## src/rtl/adsr_pkg.sv

```systemverilog
// Shared definitions for the ADSR envelope generator and its VCA stage.
package adsr_pkg;

    typedef enum logic [2:0] {
        ST_IDLE    = 3'd0,
        ST_ATTACK  = 3'd1,
        ST_DECAY   = 3'd2,
        ST_SUSTAIN = 3'd3,
        ST_RELEASE = 3'd4
    } adsr_state_e;

    localparam logic [15:0] LEVEL_MAX = 16'hFFFF;
    localparam logic [7:0]  AUDIO_MID = 8'h80;

    // Per-phase step is rate + 1 so that a rate of zero still advances.
    function automatic logic [8:0] rate_step(input logic [7:0] rate);
        return {1'b0, rate} + 9'd1;
    endfunction

endpackage

```

## src/rtl/envelope_vca.sv

```systemverilog
// Combinational VCA: scales a midpoint-offset sample by the envelope level.
module envelope_vca
    import adsr_pkg::*;
(
    input  logic [7:0] audio_in,
    input  logic [7:0] level_hi,
    output logic [7:0] audio_out
);

    logic signed [8:0]  centred;
    logic signed [17:0] centred_x;
    logic signed [17:0] gain;
    logic signed [17:0] product;
    logic [9:0]         unused_product_bits;

    // Signed multiply, arithmetic shift by 8, then restore the 0x80 midpoint.
    always_comb begin
        centred             = $signed({1'b0, audio_in}) - 9'sd128;
        centred_x           = {{9{centred[8]}}, centred};
        gain                = $signed({10'b0, level_hi});
        product             = centred_x * gain;
        // product[15:8] is exactly bits [7:0] of (product >>> 8)
        audio_out           = product[15:8] + AUDIO_MID;
        unused_product_bits = {product[17:16], product[7:0]};
    end

endmodule

```

## src/rtl/adsr_envelope.sv

```systemverilog
// ADSR envelope generator with a tick prescaler and registered VCA output.
module adsr_envelope
    import adsr_pkg::*;
#(
    parameter int unsigned TICK_DIV = 4096
) (
    input  logic       clk,
    input  logic       rst,
    input  logic       enable,
    input  logic       gate,
    input  logic [7:0] attack_rate,
    input  logic [7:0] decay_rate,
    input  logic [7:0] sustain_level,
    input  logic [7:0] release_rate,
    input  logic [7:0] audio_in,
    output logic [7:0] audio_out,
    output logic [7:0] env_level,
    output logic [2:0] env_state
);

    localparam int unsigned   PW         = $clog2(TICK_DIV);
    localparam logic [PW-1:0] PRESC_LAST = PW'(TICK_DIV - 1);

    logic [PW-1:0] presc;
    logic          tick;
    logic          gate_q;
    logic          rise;
    adsr_state_e   state;
    adsr_state_e   state_nx;
    logic [15:0]   level;
    logic [15:0]   level_nx;
    logic [7:0]    rate_sel;
    logic [8:0]    step;
    logic [15:0]   target;
    logic [16:0]   attack_sum;
    logic [16:0]   decay_limit;
    logic [7:0]    vca_out;

    // Envelope tick prescaler, held at zero while disabled.
    always_ff @(posedge clk) begin
        if (rst || !enable) begin
            presc <= '0;
        end else if (presc == PRESC_LAST) begin
            presc <= '0;
        end else begin
            presc <= presc + 1'b1;
        end
    end

    // Gate history for edge detection; sampled even while disabled.
    always_ff @(posedge clk) begin
        if (rst) begin
            gate_q <= 1'b0;
        end else begin
            gate_q <= gate;
        end
    end

    // Tick pulse, gate rising edge and phase step selection.
    always_comb begin
        tick = enable && (presc == PRESC_LAST);
        rise = gate && !gate_q;
        unique case (state)
            ST_ATTACK:  rate_sel = attack_rate;
            ST_DECAY:   rate_sel = decay_rate;
            ST_RELEASE: rate_sel = release_rate;
            default:    rate_sel = '0;
        endcase
        step        = rate_step(rate_sel);
        target      = {sustain_level, sustain_level};
        attack_sum  = {1'b0, level} + {8'b0, step};
        decay_limit = {1'b0, target} + {8'b0, step};
    end

    // Next state and next level; gate events take priority over ticks.
    always_comb begin
        state_nx = state;
        level_nx = level;
        if (!enable) begin
            state_nx = ST_IDLE;
            level_nx = '0;
        end else if (rise) begin
            state_nx = ST_ATTACK;
        end else if (!gate && (state == ST_ATTACK || state == ST_DECAY ||
                               state == ST_SUSTAIN)) begin
            state_nx = ST_RELEASE;
        end else if (state == ST_IDLE) begin
            level_nx = '0;
        end else if (tick) begin
            unique case (state)
                ST_ATTACK: begin
                    if (attack_sum >= {1'b0, LEVEL_MAX}) begin
                        level_nx = LEVEL_MAX;
                        state_nx = ST_DECAY;
                    end else begin
                        level_nx = attack_sum[15:0];
                    end
                end
                ST_DECAY: begin
                    if ({1'b0, level} <= decay_limit) begin
                        level_nx = target;
                        state_nx = ST_SUSTAIN;
                    end else begin
                        level_nx = level - {7'b0, step};
                    end
                end
                ST_SUSTAIN: begin
                    level_nx = target;
                end
                ST_RELEASE: begin
                    if (level <= {7'b0, step}) begin
                        level_nx = '0;
                        state_nx = ST_IDLE;
                    end else begin
                        level_nx = level - {7'b0, step};
                    end
                end
                default: begin
                    level_nx = level;
                end
            endcase
        end
    end

    // State and level registers.
    always_ff @(posedge clk) begin
        if (rst) begin
            state <= ST_IDLE;
            level <= '0;
        end else begin
            state <= state_nx;
            level <= level_nx;
        end
    end

    envelope_vca u_vca (
        .audio_in  (audio_in),
        .level_hi  (level[15:8]),
        .audio_out (vca_out)
    );

    // Output registers, one clock behind the level/state they reflect.
    always_ff @(posedge clk) begin
        if (rst) begin
            audio_out <= AUDIO_MID;
            env_level <= '0;
            env_state <= ST_IDLE;
        end else begin
            audio_out <= enable ? vca_out : AUDIO_MID;
            env_level <= level[15:8];
            env_state <= state;
        end
    end

endmodule

```

## config.mk

```make
export PLATFORM = sky130hd
export DESIGN_NAME = adsr_envelope
export DESIGN_NICKNAME = d
export VERILOG_FILES = /design/src/rtl/adsr_pkg.sv /design/src/rtl/envelope_vca.sv /design/src/rtl/adsr_envelope.sv
export SDC_FILE = /design/constraint.sdc
export NUM_CORES = 1
export LEC_CHECK = 0
export CORE_MARGIN = 3
export CORE_UTILIZATION = 60
export CTS_CLUSTER_SIZE = 40
export DETAILED_ROUTE_END_ITERATION = 10
export DONT_BUFFER_PORTS = 1
export PLACE_DENSITY = 0.75
export REMOVE_ABC_BUFFERS = 1
export SLEW_MARGIN = 20
export SYNTH_ARGS = -nofsm -noshare
export SYNTH_HDL_FRONTEND = slang
export SYNTH_HIERARCHICAL = 1
export SYNTH_SLANG_ARGS = --single-unit
```

## constraint.sdc

```tcl
create_clock -name clk -period 12.55 [get_ports clk]
set_input_delay 1.255 -clock clk [delete_from_list [all_inputs] [get_ports clk]]
set_output_delay 1.255 -clock clk [all_outputs]
set_load 0.01 [all_outputs]
```

==> results.cfg <==
[run_status]
status = completed

[layout]
final_core_util = 0.638
diodes = 0
layout-drive-gt1-share = 0.0407
instances_no_fill = 1003
final_nets = 1031
fillers = 998
syn_to_final_growth_pct = 3.25

[sta]
layout_min_cycle_time_ps = 7030
maxSlewViolCount = 0
worst_pin_slew_ps = 1110
fin_skew_ps = 9.95
finalCritPeriodShare = 0.561
max_freq_mhz = 142
slew_headroom = 0.262
hold_viol = 0
rsz0062_at_grt = no
setup_viol = 0
finalSetupTns_ps = 0

[pwr]
internal_power_mw = 0.252
switching_share = 0.270
pwr-share-clk = 0.423
p_total_mw = 0.345
switchingPower_mw = 0.0932
pwr-share-comb = 0.104
p_seq_frac = 0.473
powerDensity_mw_per_mm2 = 47.2
worst_ir_drop_vdd_uv = 95.0
leakagePower_nw = 3.27

[grt]
grt_pass1_vias = 6497
gr-total-overflow = 0
grtUsageTotal = 0.306
grt_max_degree = 22
antenna_found_initial = 0
grt_first_pass_wirelength_mm = 32.4

[hold_path]
hp-class = register to register
hold_path_startpoint = presc[0]
whs_path_depth = 1
whs_endpoint = presc[0]

[detailed_routing]
wl_per_cell_um = 19.7
wirelength_mm = 19.7
drtIter0Drc = 633
drt-vias-per-instance = 6.38
drc_errors = 0
postRouteAntennaNets = 0
firstDrtPassIters = 5
vias = 6402

[floorplan]
rows = 39
start_util = 0.618
dieArea_sq_mm = 0.0132
die_h_um = 115
num_io_pins = 63
die_w_um = 115
core_sq_mm = 0.0115

[worst_setup_path]
worstSetupPathType = register to register
max_stage_delay_ps = 790
r2r_end = state[0]
path_cells = nor3b_4 -> a21oi_1 -> or3b_1 -> or3_4 -> or3_4 -> xor2_2 -> ha_1 -> o21ai_0 -> nor2_1 -> a31o_2 -> nand2_1 -> xor2_1 -> ha_1 -> a211o_1 -> o211ai_1 -> a21oi_1 -> a2111oi_0 -> nor2_1 -> o21ai_0 -> o211ai_1 -> a21oi_1 -> a41o_1
worstPathArrival_ps = 7280
crit_fanout = 19
crit_path_end_kind = register
required_ps = 12790
startpoint_type = register
crit_top_cell = a21oi_1
crit_path_top_delay_cell = dfxtp_1
r2r_cells = 22
r2r_slack_ps = 5520
reg2reg_from = state[0]

[placement]
dpl.hpwl_mm = 15.7
portBuffers = 0
globalplace.congestion = 0.962
dp.cells = 995

[yosys]
syn_area_per_cell_sq_um = 8.11
synth_top_family_by_area = adder cells
synth-simple-area-share = 0.224
ys.flop_type = dfxtp_1
synth_edf_count = 0
yosys.area.top_type = fa_1
synth_top_area_frac = 0.147
syn_inst = 874
synth_area_sq_mm = 0.00709
post_synth_num_cell_types = 82
synthMuxAreaShare = 0.00565
synth_adder_area_share = 0.281
synth_area_leaders = fa_1 15%, dfxtp_1 14%, ha_1 13%, inv_1 5.3%, xnor2_1 4.8%
synth_top_cells_by_count = 101 x inv_1, 76 x ha_1, 74 x nor2_1
synthArstFlopShare = 0
synth_compound_area_frac = 0.190
yosysMostFrequentCell = inv_1
synth_seq_cells = 51
ys_seq_area_frac = 0.144
synth-xor-area-share = 0.0826
ys_warn_count = 6

[clock_tree]
clk_pin_slew_ps = 70
clk_latency_ps = 300
ctsResizeCount = 0
cts_setup_buffers = 0
htree_levels = 2
postCtsHoldBufs = 0
cts_max_path_buffers = 2
cts_tree = built
root_buffer = clkbuf_16
cts_buffers = 5
cts.sinks = 51

[flow_run]
maxCapViolCount = 0
## state kept, by name, summed over array words and instances, names as in the netlist
| register | flops |
|---|---|
| state | 3 |
| audio_out | 8 |
| presc | 12 |
| env_level | 8 |
| level | 16 |
| env_state | 3 |
| gate_q | 1 |
## routing by layer
metal,vias to the layer above,GRT usage,wire length (um)
li1,2973,-,-
met3,53,0.0571,1700
met5,-,0,0
met4,0,0.0962,581
met2,290,0.497,9060
met1,3086,0.413,8390
## power groups by stage
stage / Sequential [mW] / Combinational [mW] / Clock (mW)
6_report: 0.163 / 0.0358 / 0.146
5_1_grt: 0.163 / 0.0398 / 0.156
4_1_cts: 0.163 / 0.0351 / 0.147
3_5_place_dp: 0.167 / 0.0349 / 0
3_3_place_gp: 0.167 / 0.0332 / 0
2_1_floorplan: 0.167 / 0.0261 / 0
## layout by cell type (no fill, tap or decap), types with 4 or more instances in the layout
master,netlist,routed
a211oi_1,6,6
nand4_1,9,9
a21o_1,9,9
dfxtp_1,51,51
o21ai_0,39,39
mux2i_1,4,4
a22oi_1,8,8
a31oi_1,9,9
o31ai_1,7,7
inv_1,101,101
xor2_1,26,26
a22o_1,5,5
o211ai_1,6,6
nor4_1,6,6
o21a_1,7,7
xnor2_1,39,39
ha_1,76,76
nand2b_1,14,14
nand3_1,15,15
a21oi_1,55,55
and2_1,46,46
nor2_1,74,74
nor3_1,18,18
fa_1,52,52
o21bai_1,11,11
and4_1,4,4
nand2_1,54,54
clkbuf_16,0,5
o22ai_1,4,4
or3_1,5,5
nor2b_1,16,16
and3_1,10,10
## cell families (layout without fill, tap and decap cells)
group / count (synthesis) / after routing
AOI/OAI and AO/OA: 202 / 202
xor gates and xnor gates: 66 / 66
adders and majority gates: 128 / 128
buffers and inverters: 128 / 114
DFF: 51 / 51
muxes: 4 / 4
and+or+nand+nor: 295 / 295
## worst max-delay path by stage
stage,from,endpoint,slack [ps],cells past startpoint
after floorplan,decay_rate[0],level[5],6320,23
after global placement,decay_rate[0],level[5],5910,23
after detailed placement,state[0],level[5],5630,22
after CTS,state[0],level[5],5620,22
after global routing,state[0],state[0],5030,22
final,state[0],state[0],5520,22
## cell type report
cell class              count  area (sq um)  share of cell area
clock buffers               5           125              0.0171
clock inverters             3          28.8             0.00393
multi-input cells         695          5560               0.759
well taps                 143           179              0.0244
inverters                 103           387              0.0528
repair buffers              3          22.5             0.00308
flip-flops and latches     51          1020               0.139
## metrics by stage
| stage | hold slack [ps] | area, sq um | setup WS (ps) |
|---|---|---|---|
| 6_report | 468 | 7320 | 5520 |
| 5_1_grt | 504 | 7320 | 5030 |
| 4_1_cts | 470 | 7320 | 5620 |
| 3_5_place_dp | 452 | 7170 | 5630 |
| 3_3_place_gp | 428 | 7170 | 5910 |
| 2_1_floorplan | 418 | 6970 | 6320 |
## worst max-delay path, delay by kind of cell, from the launching register on
family / cells / cell delay, ps
fa+ha+maj: 2 / 650
compound gates: 11 / 2630
simple gates: 7 / 2590
xor+xnor: 2 / 320
flops: 1 / 790
(Power assumes the default switching activity.)
